### src/rtl/hazard_scheduler_pkg.sv
// Shared definitions for the hazard scheduler: board size, phase encodings
// and the Galois LFSR step used to draw fire/gold patterns.
package hazard_scheduler_pkg;

  localparam int          CELLS       = 9;
  localparam logic [15:0] LFSR_MASK   = 16'hB400;
  localparam logic [8:0]  CENTRE_CELL = 9'h010;

  typedef enum logic [2:0] {
    PH_IDLE    = 3'd0,
    PH_PREVIEW = 3'd1,
    PH_ACTIVE  = 3'd2,
    PH_RESOLVE = 3'd3,
    PH_DONE    = 3'd4
  } phase_e;

  // Right-shifting Galois step; the mask is folded in when a one falls out.
  function automatic logic [15:0] lfsr_next(input logic [15:0] s);
    lfsr_next = {1'b0, s[15:1]} ^ (s[0] ? LFSR_MASK : 16'h0000);
  endfunction

endpackage

### src/rtl/hazard_lfsr.sv
// Pattern source: 16-bit Galois LFSR plus the combinational fire/gold draw
// taken from its current state.
module hazard_lfsr
  import hazard_scheduler_pkg::*;
#(
  parameter logic [15:0] SEED = 16'hACE1
) (
  input  logic             clk,
  input  logic             rst,
  input  logic             step_i,
  output logic [CELLS-1:0] fire_o,
  output logic [CELLS-1:0] gold_o
);

  logic [15:0] lfsr_q;
  logic [15:0] lfsr_d;
  logic [3:0]  gidx_s;

  always_comb begin
    if (step_i) begin
      lfsr_d = lfsr_next(lfsr_q);
    end else begin
      lfsr_d = lfsr_q;
    end
  end

  always_ff @(posedge clk or posedge rst) begin
    if (rst) begin
      lfsr_q <= SEED;
    end else begin
      lfsr_q <= lfsr_d;
    end
  end

  // An all-clear draw would be a free round, so it becomes the centre cell.
  always_comb begin
    fire_o = '0;
    gold_o = '0;
    gidx_s = lfsr_q[12:9] % 4'd9;
    if (lfsr_q[8:0] == 9'd0) begin
      fire_o = CENTRE_CELL;
    end else begin
      fire_o = lfsr_q[8:0];
    end
    if (!fire_o[gidx_s]) begin
      gold_o[gidx_s] = 1'b1;
    end else begin
      gold_o = '0;
    end
  end

endmodule

### src/rtl/hazard_scheduler.sv
// Round sequencer: preview -> active -> resolve per round, judges the box
// switches and emits one-cycle hit/miss/gold strobes for score/life logic.
module hazard_scheduler
  import hazard_scheduler_pkg::*;
#(
  parameter int          PREVIEW_TICKS = 2,
  parameter int          ACTIVE_TICKS  = 3,
  parameter int          MAX_ROUNDS    = 15,
  parameter logic [15:0] LFSR_SEED     = 16'hACE1
) (
  input  logic             clk,
  input  logic             rst,
  input  logic             enable_i,
  input  logic             tick_i,
  input  logic [CELLS-1:0] box_i,
  input  logic             super_i,
  output logic [CELLS-1:0] next_fire_pattern_o,
  output logic [CELLS-1:0] fire_state_o,
  output logic [CELLS-1:0] gold_state_o,
  output logic [2:0]       phase_o,
  output logic [3:0]       round_o,
  output logic             hit_pulse_o,
  output logic             miss_pulse_o,
  output logic             gold_pulse_o,
  output logic             rounds_done_o
);

  localparam logic [3:0] PREV_T = 4'(PREVIEW_TICKS);
  localparam logic [3:0] ACT_T  = 4'(ACTIVE_TICKS);
  localparam logic [3:0] MAX_R  = 4'(MAX_ROUNDS);

  phase_e           phase_q, phase_d;
  logic [3:0]       cnt_q, cnt_d;
  logic [3:0]       round_q, round_d;
  logic [CELLS-1:0] next_q, next_d;
  logic [CELLS-1:0] fire_q, fire_d;
  logic [CELLS-1:0] gold_q, gold_d;
  logic [CELLS-1:0] pend_q, pend_d;
  logic             hit_q, hit_d;
  logic             miss_q, miss_d;
  logic             gpul_q, gpul_d;
  logic             done_q, done_d;

  logic [CELLS-1:0] draw_fire_s;
  logic [CELLS-1:0] draw_gold_s;
  logic [3:0]       cnt_inc_s;
  logic             miss_s;
  logic             last_round_s;

  hazard_lfsr #(
    .SEED(LFSR_SEED)
  ) u_lfsr (
    .clk    (clk),
    .rst    (rst),
    .step_i (enable_i),
    .fire_o (draw_fire_s),
    .gold_o (draw_gold_s)
  );

  always_comb begin
    phase_d      = phase_q;
    cnt_d        = cnt_q;
    round_d      = round_q;
    next_d       = next_q;
    fire_d       = fire_q;
    gold_d       = gold_q;
    pend_d       = pend_q;
    done_d       = done_q;
    hit_d        = 1'b0;
    miss_d       = 1'b0;
    gpul_d       = 1'b0;
    cnt_inc_s    = (cnt_q == 4'hF) ? cnt_q : cnt_q + 4'd1;
    miss_s       = (|(fire_q & ~box_i)) & ~super_i;
    last_round_s = ((round_q + 4'd1) == MAX_R);

    // Dropping enable overrides everything, including a coincident tick.
    if (!enable_i) begin
      phase_d = PH_IDLE;
      next_d  = '0;
      fire_d  = '0;
      gold_d  = '0;
      pend_d  = '0;
      cnt_d   = 4'd0;
      done_d  = 1'b0;
    end else begin
      case (phase_q)
        PH_IDLE: begin
          phase_d = PH_PREVIEW;
          next_d  = draw_fire_s;
          pend_d  = draw_gold_s;
          fire_d  = '0;
          gold_d  = '0;
          round_d = 4'd0;
          cnt_d   = 4'd0;
          done_d  = 1'b0;
        end
        PH_PREVIEW: begin
          if (tick_i && (cnt_inc_s >= PREV_T)) begin
            phase_d = PH_ACTIVE;
            fire_d  = next_q;
            gold_d  = pend_q;
            next_d  = '0;
            cnt_d   = 4'd0;
          end else if (tick_i) begin
            cnt_d = cnt_inc_s;
          end else begin
            cnt_d = cnt_q;
          end
        end
        PH_ACTIVE: begin
          if (tick_i && (cnt_inc_s >= ACT_T)) begin
            phase_d = PH_RESOLVE;
            cnt_d   = 4'd0;
          end else if (tick_i) begin
            cnt_d = cnt_inc_s;
          end else begin
            cnt_d = cnt_q;
          end
        end
        PH_RESOLVE: begin
          // Strobes are registered so they appear the cycle after judging.
          hit_d   = ~miss_s;
          miss_d  = miss_s;
          gpul_d  = |(gold_q & ~box_i);
          round_d = round_q + 4'd1;
          fire_d  = '0;
          gold_d  = '0;
          cnt_d   = 4'd0;
          if (last_round_s) begin
            phase_d = PH_DONE;
            done_d  = 1'b1;
            next_d  = '0;
            pend_d  = '0;
          end else begin
            phase_d = PH_PREVIEW;
            next_d  = draw_fire_s;
            pend_d  = draw_gold_s;
          end
        end
        PH_DONE: begin
          done_d = 1'b1;
        end
        default: begin
          phase_d = PH_IDLE;
          next_d  = '0;
          fire_d  = '0;
          gold_d  = '0;
          pend_d  = '0;
          cnt_d   = 4'd0;
          done_d  = 1'b0;
        end
      endcase
    end
  end

  always_ff @(posedge clk or posedge rst) begin
    if (rst) begin
      phase_q <= PH_IDLE;
      cnt_q   <= 4'd0;
      round_q <= 4'd0;
      next_q  <= '0;
      fire_q  <= '0;
      gold_q  <= '0;
      pend_q  <= '0;
      hit_q   <= 1'b0;
      miss_q  <= 1'b0;
      gpul_q  <= 1'b0;
      done_q  <= 1'b0;
    end else begin
      phase_q <= phase_d;
      cnt_q   <= cnt_d;
      round_q <= round_d;
      next_q  <= next_d;
      fire_q  <= fire_d;
      gold_q  <= gold_d;
      pend_q  <= pend_d;
      hit_q   <= hit_d;
      miss_q  <= miss_d;
      gpul_q  <= gpul_d;
      done_q  <= done_d;
    end
  end

  assign next_fire_pattern_o = next_q;
  assign fire_state_o        = fire_q;
  assign gold_state_o        = gold_q;
  assign phase_o             = phase_q;
  assign round_o             = round_q;
  assign hit_pulse_o         = hit_q;
  assign miss_pulse_o        = miss_q;
  assign gold_pulse_o        = gpul_q;
  assign rounds_done_o       = done_q;

endmodule

### config.mk
export PLATFORM = sky130hd
export DESIGN_NAME = hazard_scheduler
export DESIGN_NICKNAME = d
export VERILOG_FILES = /design/src/rtl/hazard_scheduler_pkg.sv /design/src/rtl/hazard_lfsr.sv /design/src/rtl/hazard_scheduler.sv
export SDC_FILE = /design/constraint.sdc
export NUM_CORES = 1
export LEC_CHECK = 0
export BUFFER_PORTS_ARGS = -buffer_cell sky130_fd_sc_hd__buf_2
export CAP_MARGIN = 10
export CORE_ASPECT_RATIO = 1.75
export CORE_MARGIN = 3
export CORE_UTILIZATION = 50
export DETAILED_ROUTE_END_ITERATION = 8
export HOLD_SLACK_MARGIN = 0.02
export PLACE_DENSITY = 0.7
export SYNTH_ARGS = -nofsm -noshare
export SYNTH_HDL_FRONTEND = slang
export SYNTH_SLANG_ARGS = --single-unit
### constraint.sdc
create_clock -name clk -period 2.6 [get_ports clk]
set_input_delay 0.52 -clock clk [delete_from_list [all_inputs] [get_ports clk]]
set_output_delay 0.52 -clock clk [all_outputs]
set_load 0.05 [all_outputs]
======== After elaboration in Yosys (flattened, before gate mapping) ========
Index checks and enable logic that the tools add are counted.
Widths: inputs -> output; s select.
word-level totals
  flip-flop bits (word level) ............. 67
  output and inout bits ................... 38
  logic and storage cells ................. 95
  input bits .............................. 14
cells by class
  multiplexer cells ....................... 41
  reductions and logical operators ........ 15
  $lt $le $gt $ge ......................... 4
  add/sub/neg operators ................... 2
  bitwise operators ....................... 7
  div/mod/pow operators ................... 1
  eq/ne operators ......................... 13
operators by type and width
  kind                 number
  $mux 9               11
  $pmux 9 s2           2
  $pmux 9 s4           1
  $pmux 9 s3           1
  $mux 4               5
  $and 9x9->9          2
  $reduce_or 9->1      2
  $mux 16              1
  $xor 15x16->16       1
  $pmux 3 s5           1
  $mux 3               4
  $pmux 4 s3           1
  $mux 1               10
  $logic_not 9->1      1
  $ne 3x3->1 const B   3
  $not 9->9            1
  $add 4x1->4 const B  2
  $eq 4x4->1 const B   2
  $ge 4x2->1 const B   2
  $ne 2x2->1 const B   4
  $pmux 4 s2           1
  $eq 3x2->1 const B   2
  $reduce_and 2->1     3
  $lt 4x5->1 const B   1
  other kinds (15)     19

======== Depth between registers and ports, before layout ========
Gate-level depths: netlist of run 1.
  word-level depth ........................ 9
  mapped depth ............................ 9
  gate-level depth less buffers ........... 7

======== Hierarchy ========
From an unflattened synthesis of run 1, not the netlist that was laid out.
second synthesis, totals
  cell total of the unflattened synthesis .. 310
  area total of the unflattened synthesis .. 3368.2 µm²
by module, submodules not included
  module            sequential area each (µm²)  area an instance (µm²)  cells an instance  instances
  hazard_scheduler  1276.2                      2389.8                  208                1
  hazard_lfsr       410.4                       978.4                   102                1

======== Worst setup path after synthesis of run 1 ========
OpenSTA, ideal clock, no wires.
  kind .................................... register to register
  start point ............................. register u_lfsr.lfsr_q[9]
  end point ............................... register pend_q[8]
  data required time ...................... 2.504 ns
  setup slack ............................. 0.403 ns
  path buffers ............................ 2
  stages on the path, launching flop included .. 10
  library setup time ...................... 0.096 ns
  arrival time ............................ 2.102 ns
  clock period less this slack ............ 2.197 ns
  path through ............................ dfrtp_1 clkbuf_1 inv_1 ha_1 buf_6 or3b_4 nand2_2 mux2i_1 nand3_1 o31ai_1
between the ends
  longest elaborated chain between the ends .. 9
  elaborated cells between the ends (all ways) .. 12
  classes of those cells .................. div: 1; order compare: 2; mux: 8; reduce/logical: 1
RTL lines
  what                                                                   line                     source
  from (decl)                                                            hazard_lfsr.sv:15        logic [15:0] lfsr_q;
  from (signal assigned)                                                 hazard_lfsr.sv:31        lfsr_q <= lfsr_d;
  $mod 4x4->4 (*)                                                        hazard_lfsr.sv:39        gidx_s = lfsr_q[12:9] % 4'd9;
  $lt 4x5->1 (not written as such) / $ge 4x1->1 (equally long branches)  hazard_lfsr.sv:46        gold_o[gidx_s] = 1'b1;
  $logic_and 1x1->1 (not written as such)                                hazard_lfsr.sv:46
  $mux 1 (not written as such)                                           hazard_lfsr.sv:46
  $demux 1 s4                                                            --
  $mux 9 (*)                                                             hazard_lfsr.sv:45        if (!fire_o[gidx_s]) begin
  $mux 9                                                                 hazard_scheduler.sv:129  if (last_round_s) begin
  $pmux 9 s3 (*)                                                         hazard_scheduler.sv:86   case (phase_q)
  $mux 9 (*)                                                             hazard_scheduler.sv:77   if (!enable_i) begin
  to (signal assigned)                                                   hazard_scheduler.sv:176  pend_q <= pend_d;
  to (decl)                                                              hazard_scheduler.sv:38   logic [CELLS-1:0] pend_q, pend_d;
Every way passes the cells marked *; elsewhere a longest branch is shown, timed or not. The select of a mux whose other input is x is not followed.
A chain may end at the register's enable or synchronous reset.

======== Worst setup path in the final report of run 1 ========
  start point ............................. register u_lfsr.lfsr_q[9]
  end point ............................... register pend_q[0]
Same word-level chain as after synthesis.

==> flow_summary.ini, run 1 <==
[synthesis]
synth_top_area_share_pct = 41.32
syn_avg_cell_area_sq_um = 10.07
postSynth.asyncResetShare_pct = 100.0
synth_fp_nets = 374
netlist_area_sq_um = 3573
synth_top_area_cell = dfrtp_1
synthFlopType = dfrtp_1
synth-seq-cells = 67
synth_commonest_cells = nand2_1 (65), dfrtp_1 (59), mux2i_1 (22)
synth_area_leaders = dfrtp_1 (41%), nand2_1 (6.8%), mux2i_1 (6.2%), dfstp_2 (5.9%), mux2_2 (3.8%)
synth.distinct_cells = 62
yosysSeqAreaShare_pct = 47.20
synth_most_common_cell = nand2_1
synth-warning-count = 0
syn_inst = 355
synth_edf_count = 0

[critical_path]
crit_arrival_ns = 2.62
critPathCaptureType = register
crit_path_end = pend_q[0]$_DFFE_PP0P_
worstPathRequired_ns = 2.82
worstReg2RegStart = u_lfsr.lfsr_q[9]$_DFFE_PP0P_
crit_type = reg -> reg
cp-start-kind = register
r2r_slack_ns = 0.20
r2r_end = pend_q[0]$_DFFE_PP0P_
reg2reg_depth = 7
crit_fanout = 10
cp-startpoint = u_lfsr.lfsr_q[9]$_DFFE_PP0P_

[power_and_ir_drop]
pwr_density_cell_nw_per_um2 = 1000
ir_drop_mv = 0.6292
leakage_uw = 0.001932

[cells_and_area]
final_core_util_pct = 60.47
syn_to_final_growth_pct = 16.88
final_area_sq_um = 4177
drive_gt1_share_pct = 27.63
fillers = 577
fin_nets = 423
antenna_cells = 0

[place]
port_buffers = 51
place_hpwl_um = 5949
routabilityCongestion = 0.8754
dpl-instance-area_sq_um = 3890
post-place-ws_ns = 0.1706

[floorplan]
fp.dieArea_sq_um = 8237
start_util_pct = 51.74
die_y_um = 117.8
fp.dieW_um = 69.91
num_io_pins = 52
rows = 40
core_sq_um = 6907

[worst_hold_path]
hold_class = in -> async

[grt]
grt_pass1_vias = 2778
antenna_found_initial = 0
grt_max_degree = 32
track_usage_pct = 20.97
grt_overflow = 0
grt_first_pass_wirelength_um = 13890

[flow_run]
maxCapViolCount = 0

[timing]
period_minus_slack_ns = 2.399
maxSlewViolCount = 0
fin_tns_setup_ns = 0
tightest_slew_ns = 0.5335
period_share_pct = 92.26
rsz0062_at_grt = no
finalHoldViolCount = 0
setup_viol = 0
skew_ns = 0.01094
layout_setup_ws_ns = 0.2011
max_freq_mhz = 416.9
maxSlewHeadroom_pct = 64.18

[route]
wl_um = 8340
wl_per_cell_um = 16.92
drt-vias-per-instance = 5.738
detail_route.drc_violations = 0
dr.pass1.iters = 4
vias = 2829
drt_iter0_markers = 244
ant_nets = 0

[clocking]
cts_tree = built
cts_made_buffers = 9
cts_root_buffer = clkbuf_16
cts_hold_buf = 0
htree_num_levels = 3
path_clk_slew_ns = 0.05
clock_sinks = 67
cts.path.max_buffers = 2
clock_latency_ns = 0.33

[outcome]
outcome = complete, no violations
-- report_power, final --
part | internal [uW] | switching (uW) | total (uW)
combinational | 540 | 869 | 1410
sequential | 1310 | 306 | 1620
clock | 740 | 412 | 1150
-- what timing repair did --
item / in CTS / in global routing
endpoints found under the setup margin: 0 / 3
resized for setup: 0 / 1
setup buffers: 0 / 0
endpoints found under the hold margin: 0 / 0
-- critical path: stages, from the launching register on --
cell     delay, ns
dfrtp_1       0.48
inv_1         0.15
ha_1          0.33
or3b_4        0.44
nand2_2       0.11
mux2i_2       0.32
nand3_1       0.19
o31ai_1       0.28
-- how the worst min path moves through the flow --
stage                                from                             to  slack [ns]  depth (start not counted)
finish                                rst  u_lfsr.lfsr_q[12]$_DFFE_PP0P_        0.18                          2
global placement    pend_q[8]$_DFFE_PP0P_          pend_q[8]$_DFFE_PP0P_        0.47                          2
global route                          rst  u_lfsr.lfsr_q[12]$_DFFE_PP0P_        0.21                          2
CTS                                   rst   u_lfsr.lfsr_q[2]$_DFFE_PP0P_        0.19                          2
detailed placement  pend_q[6]$_DFFE_PP0P_          pend_q[6]$_DFFE_PP0P_        0.47                          2
floorplan           pend_q[4]$_DFFE_PP0P_          pend_q[4]$_DFFE_PP0P_        0.45                          2
-- cell type report --
class	count	area [sq um]	share of cell area (%)
clock buffers	13	240.2	5.752
clock inverters	3	42.54	1.019
well taps	84	105.1	2.516
flip-flops and latches	67	1687	40.38
inverters	19	71.32	1.708
repair buffers	60	335.3	8.029
multi-input cells	247	1695	40.59
-- flip-flops by register name, summed over array words and instances (netlist names) --
signal	cells
rounds_done_o	1
pend_q	9
hit_pulse_o	1
cnt_q	4
fire_state_o	9
gold_state_o	9
round_o	4
u_lfsr.lfsr_q	16
phase_o	3
next_fire_pattern_o	9
miss_pulse_o	1
gold_pulse_o	1
-- layout by cell type, fill, tap and decap left out, drive strengths merged, types with 2 or more instances in the layout --
cell	count
and2	2
o21a	4
o21ai	13
a222oi	2
and3	4
nand2	66
nor3	6
xnor2	5
o41ai	2
inv	19
clkbuf	13
nor2	15
a221oi	3
mux2	12
ha	5
nor3b	3
a22oi	3
a21oi	12
a32o	9
mux2i	22
nor4	2
o31ai	8
dfrtp	59
nor2b	7
nand4b	2
a31oi	3
buf	60
nand3	9
a22o	4
nand2b	4
dfstp	8
nand4	4
a32oi	2
-- kinds of logic (layout without fill, tap and decap cells) --
group | after synthesis | after routing | share of synthesized area, %
AO/OA/AOI/OAI | 75 | 75 | 16.95
XOR/XNOR | 6 | 6 | 1.471
adder cells (fa/ha/maj) | 5 | 5 | 1.751
buffers and inverters | 41 | 95 | 5.462
flip-flops | 67 | 67 | 47.20
multiplexers | 34 | 34 | 9.944
AND/OR/NAND/NOR | 127 | 127 | 17.23
-- metal layers --
layer	track usage (%)	share of wire (%)	wire length, um	vias up
met1	24.96	41	3402	1386
met4	11.39	2.6	218	0
met2	36.26	54	4490	60
met3	2.393	2.7	228	18
li1	-	-	-	1365
met5	0	0	0	-
-- per-stage QoR --
step	hold WS, ns	cells	total power, uW
4_1_cts	0.1929	493	4185
6_report	0.1770	493	4178
3_3_place_gp	0.4665	477	2979
3_5_place_dp	0.4697	477	3012
2_1_floorplan	0.4481	355	2696
5_1_grt	0.2109	493	4394
No activity file was read; power rests on OpenSTA's default activity.
==> run 2: changes to the inputs <==
--- a/config.mk
+++ b/config.mk
@@ -12,7 +12,7 @@
 export CORE_UTILIZATION = 50
 export DETAILED_ROUTE_END_ITERATION = 8
 export HOLD_SLACK_MARGIN = 0.02
-export PLACE_DENSITY = 0.7
+export PLACE_DENSITY = 0.73
 export SYNTH_ARGS = -nofsm -noshare
 export SYNTH_HDL_FRONTEND = slang
 export SYNTH_SLANG_ARGS = --single-unit
==> constraint.sdc (replaced) <==
create_clock -name clk -period 2 [get_ports clk]
set_input_delay 0.4 -clock clk [delete_from_list [all_inputs] [get_ports clk]]
set_output_delay 0.4 -clock clk [all_outputs]
set_load 0.05 [all_outputs]
==> run 2 against run 1 <==
  * The run now ends with negative setup slack left
  * Sequential share of layout area decreased by 1.5 points
  * Clock power rose by 20%
  * Critical path depth is the same
  * Wire length up 1.6%
  * Sequential power is 28% higher
==> flow_summary.ini, run 2 (same netlist as run 1, synthesis figures left out) <==
[critical_path]
critPathBufInv = 1
worstPathRequired_ns = 2.22
crit_arrival_ns = 2.36
path_cells = inv_2, ha_4, or3b_4, a221oi_4, mux2i_1, o21ai_2, o31ai_1
cp-start-kind = register
slowest_delay_ns = 0.54
crit_fanout = 3
critPathCaptureType = register
cp_slowest_cell = dfstp_2
crit_type = reg -> reg
crit_family = compound AO/OA/AOI/OAI gates

[clocking]
clock_latency_ns = 0.32
cts_hold_buf = 0
cts_tree = built
htree_num_levels = 3
cts.path.max_buffers = 2
cts_root_buffer = clkbuf_16
cts_made_buffers = 9
path_clk_slew_ns = 0.05
clock_sinks = 67

[cells_and_area]
layout_commonest_cell = nand2_1
syn_to_final_growth_pct = 21.46
largest_reg_flops = 16
fillers = 542
antenna_cells = 0
fin_nets = 435
drive_gt1_share_pct = 32.30
regMostFlops = u_lfsr.lfsr_q
mostFrequentLayoutCells = nand2_1 (65), dfrtp_1 (57), buf_2 (51)

[timing]
finalHoldViolCount = 0
setup_viol = 3
max_freq_mhz = 465.7
maxSlewHeadroom_pct = 74.50
fin_tns_setup_ns = -0.1617
layout_setup_ws_ns = -0.1472
period_share_pct = 107.4
hold-worst-slack_ns = 0.1402
maxSlewViolCount = 0
period_minus_slack_ns = 2.147
rsz0062_at_grt = yes
tightest_slew_ns = 0.3825
skew_ns = 0.006262

[floorplan]
num_io_pins = 52
fp.dieW_um = 69.91
core_sq_um = 6907
die_y_um = 117.8
start_util_pct = 51.74
rows = 40
fp.dieArea_sq_um = 8237

[route]
dr.pass1.iters = 4
drt-vias-per-instance = 5.705
wl_per_cell_um = 16.77
ant_nets = 0
vias = 2881
drt_iter0_markers = 290
detail_route.drc_violations = 0
wl_um = 8470

[power_and_ir_drop]
leakage_uw = 0.001991
pwr_density_cell_nw_per_um2 = 1299
ir_drop_mv = 0.6410

[place]
post-place-ws_ns = -0.08289
port_buffers = 51
routabilityCongestion = 0.8558
place_hpwl_um = 5912

[grt]
grt_overflow = 0
track_usage_pct = 21.25
grt_max_degree = 68
grt_first_pass_wirelength_um = 14160
grt_pass1_vias = 2853
antenna_found_initial = 0

[outcome]
outcome = finished with violations
violations = negative setup slack

[worst_hold_path]
hold_class = in -> async

[flow_run]
maxCapViolCount = 0
## run 2: routing by layer
layer	up-vias	wire length [um]	global-route usage, %
li1	1383	-	-
met1	1403	3252	25.49
met2	74	4619	36.85
met3	21	342	4.017
met4	0	257	8.633
met5	-	0	0
## run 2: power by group
part           switching, uW  internal (uW)
clock                    541            835
combinational           1270            917
sequential               378           1700
## run 2: timing repair
action | in CTS | in global routing
gates resized for setup | 6 | 7
pin swaps | 1 | 4
endpoints found under the setup margin | 8 | 11
buffers inserted | 0 | 1
## run 2: stage by stage
step                utilization [%]  instance area [sq um]  instances  power (uW)
finish                        62.84                   4340        505        5640
global placement              57.92                   4000        488        4041
detailed placement            57.92                   4000        488        4106
floorplan                         -                   3598        355        3545
global route                  62.84                   4340        505        5945
CTS                           62.17                   4294        504        5570
## run 2: final cells by class
type	count	area, sq um	area share (%)
Clock buffer	13	240.2	5.535
Clock inverter	3	17.52	0.4036
Inverter	19	75.07	1.730
Multi-Input combinational cell	247	1772	40.82
Sequential cell	67	1689	38.92
Tap cell	84	105.1	2.421
Timing Repair Buffer	72	441.7	10.18
## run 2: worst paths after layout
path,startpoint,slack (ns),end,cells after the start
worst max-delay path,u_lfsr.lfsr_q[10]$_DFFE_PP1P_,-0.15,pend_q[1]$_DFFE_PP0P_,7
worst min-delay path,rst,0.14,cnt_q[0]$_DFFE_PP0P_,3
worst max register to register,u_lfsr.lfsr_q[10]$_DFFE_PP1P_,-0.15,pend_q[1]$_DFFE_PP0P_,7
worst min register to register,pend_q[0]$_DFFE_PP0P_,0.49,pend_q[0]$_DFFE_PP0P_,2
max in group asynchronous,rst,1.51,u_lfsr.lfsr_q[6]$_DFFE_PP1P_,3
min in group clk,super_i,0.32,hit_pulse_o$_DFF_PP0_,3
## run 2: worst register-to-register path, stage by stage, from the launching register on
cell and delay [ns]:
dfstp_2 0.54, inv_2 0.06, ha_4 0.15, or3b_4 0.41, a221oi_4 0.30, mux2i_1 0.27
o21ai_2 0.08, o31ai_1 0.23
==> run 3: changes to the inputs <==
--- a/config.mk
+++ b/config.mk
@@ -12,7 +12,7 @@
 export CORE_UTILIZATION = 50
 export DETAILED_ROUTE_END_ITERATION = 8
 export HOLD_SLACK_MARGIN = 0.02
-export PLACE_DENSITY = 0.73
+export PLACE_DENSITY = 0.74
 export SYNTH_ARGS = -nofsm -noshare
 export SYNTH_HDL_FRONTEND = slang
 export SYNTH_SLANG_ARGS = --single-unit
==> run 3 against run 2 <==
  * The run still ends with negative setup slack left
  * Wire length is 0.63% lower
  * Sequential power is essentially flat
  * Cell area is 0.84% higher
  * First-iteration DRC count is 3.8% lower
  * Clock skew shrank 0.00076 ns
  * Fmax up 2.6%
  * Via count grew 0.87%
  * Power increased by 4.1%
  * Utilization rose by 0.53 points
  * Hold slack improved by 0.019 ns
  * Clock-buffer cell count is the same
  * Combinational power about the same
  * Highest routed layer unchanged
==> flow_summary.ini, run 3 (same netlist as run 1, synthesis figures left out) <==
[clocking]
cts.path.max_buffers = 2
clock_sinks = 67
htree_num_levels = 3
cts_tree = built
cts_root_buffer = clkbuf_16
path_clk_slew_ns = 0.05
cts_made_buffers = 9
clock_latency_ns = 0.33
cts_hold_buf = 0

[critical_path]
r2r_slack_ns = -0.09
crit_type = reg -> reg
worstPathRequired_ns = 2.23
critPathCaptureType = register
reg2reg_depth = 7
r2r_end = pend_q[1]$_DFFE_PP0P_
cp-start-kind = register
crit_fanout = 3
crit_arrival_ns = 2.32
worstReg2RegStart = u_lfsr.lfsr_q[10]$_DFFE_PP1P_

[route]
drt-vias-per-instance = 5.766
wl_um = 8417
drt_iter0_markers = 279
dr.pass1.iters = 4
ant_nets = 0
wl_per_cell_um = 16.70
vias = 2906
detail_route.drc_violations = 0

[cells_and_area]
antenna_cells = 0
regMostFlops = u_lfsr.lfsr_q
fin_nets = 434
fillers = 550
layout_commonest_cell = nand2_1
syn_to_final_growth_pct = 22.48
final_core_util_pct = 63.37
drive_gt1_share_pct = 32.14
mostFrequentLayoutCells = nand2_1 (65), dfrtp_1 (57), buf_2 (51)
largest_reg_flops = 16

[worst_hold_path]
hold_class = in -> async

[grt]
grt_pass1_vias = 2915
grt_overflow = 0
track_usage_pct = 21.28
grt_max_degree = 68
antenna_found_initial = 0
grt_first_pass_wirelength_um = 14120

[timing]
layout_setup_ws_ns = -0.09252
max_freq_mhz = 477.9
rsz0062_at_grt = yes
maxSlewViolCount = 0
skew_ns = 0.005504
finalHoldViolCount = 0
tightest_slew_ns = 0.4119
period_minus_slack_ns = 2.093
hold-worst-slack_ns = 0.1593
period_share_pct = 104.6
maxSlewHeadroom_pct = 72.33
setup_viol = 4

[floorplan]
start_util_pct = 51.74
core_sq_um = 6907
fp.dieArea_sq_um = 8237
fp.dieW_um = 69.91
die_y_um = 117.8
num_io_pins = 52
rows = 40

[power_and_ir_drop]
leakage_uw = 0.002011
ir_drop_mv = 0.7584
pwr_density_cell_nw_per_um2 = 1342

[flow_run]
maxCapViolCount = 0

[outcome]
violations = negative setup slack
outcome = finished with violations

[place]
port_buffers = 51
place_hpwl_um = 5837
routabilityCongestion = 0.8519
[run 3: how the worst max path moves through the flow]
stage / start / end / cells past startpoint / slack (ns)
global placement: u_lfsr.lfsr_q[10]$_DFFE_PP1P_ / pend_q[1]$_DFFE_PP0P_ / 7 / -0.01
finish: u_lfsr.lfsr_q[10]$_DFFE_PP1P_ / pend_q[1]$_DFFE_PP0P_ / 7 / -0.09
CTS: u_lfsr.lfsr_q[10]$_DFFE_PP1P_ / pend_q[1]$_DFFE_PP0P_ / 7 / -0.02
floorplan: u_lfsr.lfsr_q[9]$_DFFE_PP0P_ / pend_q[1]$_DFFE_PP0P_ / 9 / -0.07
global route: u_lfsr.lfsr_q[10]$_DFFE_PP1P_ / pend_q[1]$_DFFE_PP0P_ / 7 / -0.16
detailed placement: u_lfsr.lfsr_q[10]$_DFFE_PP1P_ / pend_q[1]$_DFFE_PP0P_ / 7 / -0.07
[run 3: what timing repair did]
item                       4_1_cts  5_1_grt
gates resized for setup          7        4
pin swaps                        0        2
setup endpoints to repair        5        7
buffers inserted                 0        2
[run 3: layer usage]
layer,vias up,GRT usage [%],part of all wire (%)
met3,18,4.103,3.4
met2,65,36.97,55
met1,1440,24.19,38
li1,1383,-,-
met4,0,11.27,3.0
met5,-,0,0
[run 3: power breakdown]
group          internal [uW]  switching (uW)
registers               1700             370
logic                    917            1290
clock network           1040             557
total                   3650            2220
[run 3: critical path, cell delays in order (launching register included)]
cell and delay, ns:
dfstp_2 0.53, inv_2 0.05, ha_4 0.15, or3b_4 0.41, a221oi_4 0.28, mux2i_1 0.28, o21ai_2 0.09, o31ai_1 0.21
[run 3: final cells by class]
| class | instances | area [sq um] | area share (%) |
|---|---|---|---|
| clock inverter | 3 | 46.29 | 1.058 |
| multi-input combinational | 247 | 1767 | 40.37 |
| clock buffer | 13 | 260.3 | 5.946 |
| tap | 84 | 105.1 | 2.401 |
| timing repair buffer | 71 | 434.2 | 9.920 |
| inverter | 19 | 75.07 | 1.715 |
| sequential | 67 | 1689 | 38.59 |
[run 3: per-stage QoR]
stage	setup TNS, ns	worst slack [ns]	std cells	cell area (sq um)	power, uW
6_report	-0.1135	-0.09252	504	4377	5872
5_1_grt	-0.4070	-0.1606	504	4377	6167
4_1_cts	-0.01636	-0.01636	502	4333	5768
3_5_place_dp	-0.1097	-0.07120	486	3985	4058
3_3_place_gp	-0.01447	-0.01447	486	3985	4005
2_1_floorplan	-0.2345	-0.06665	355	3598	3545
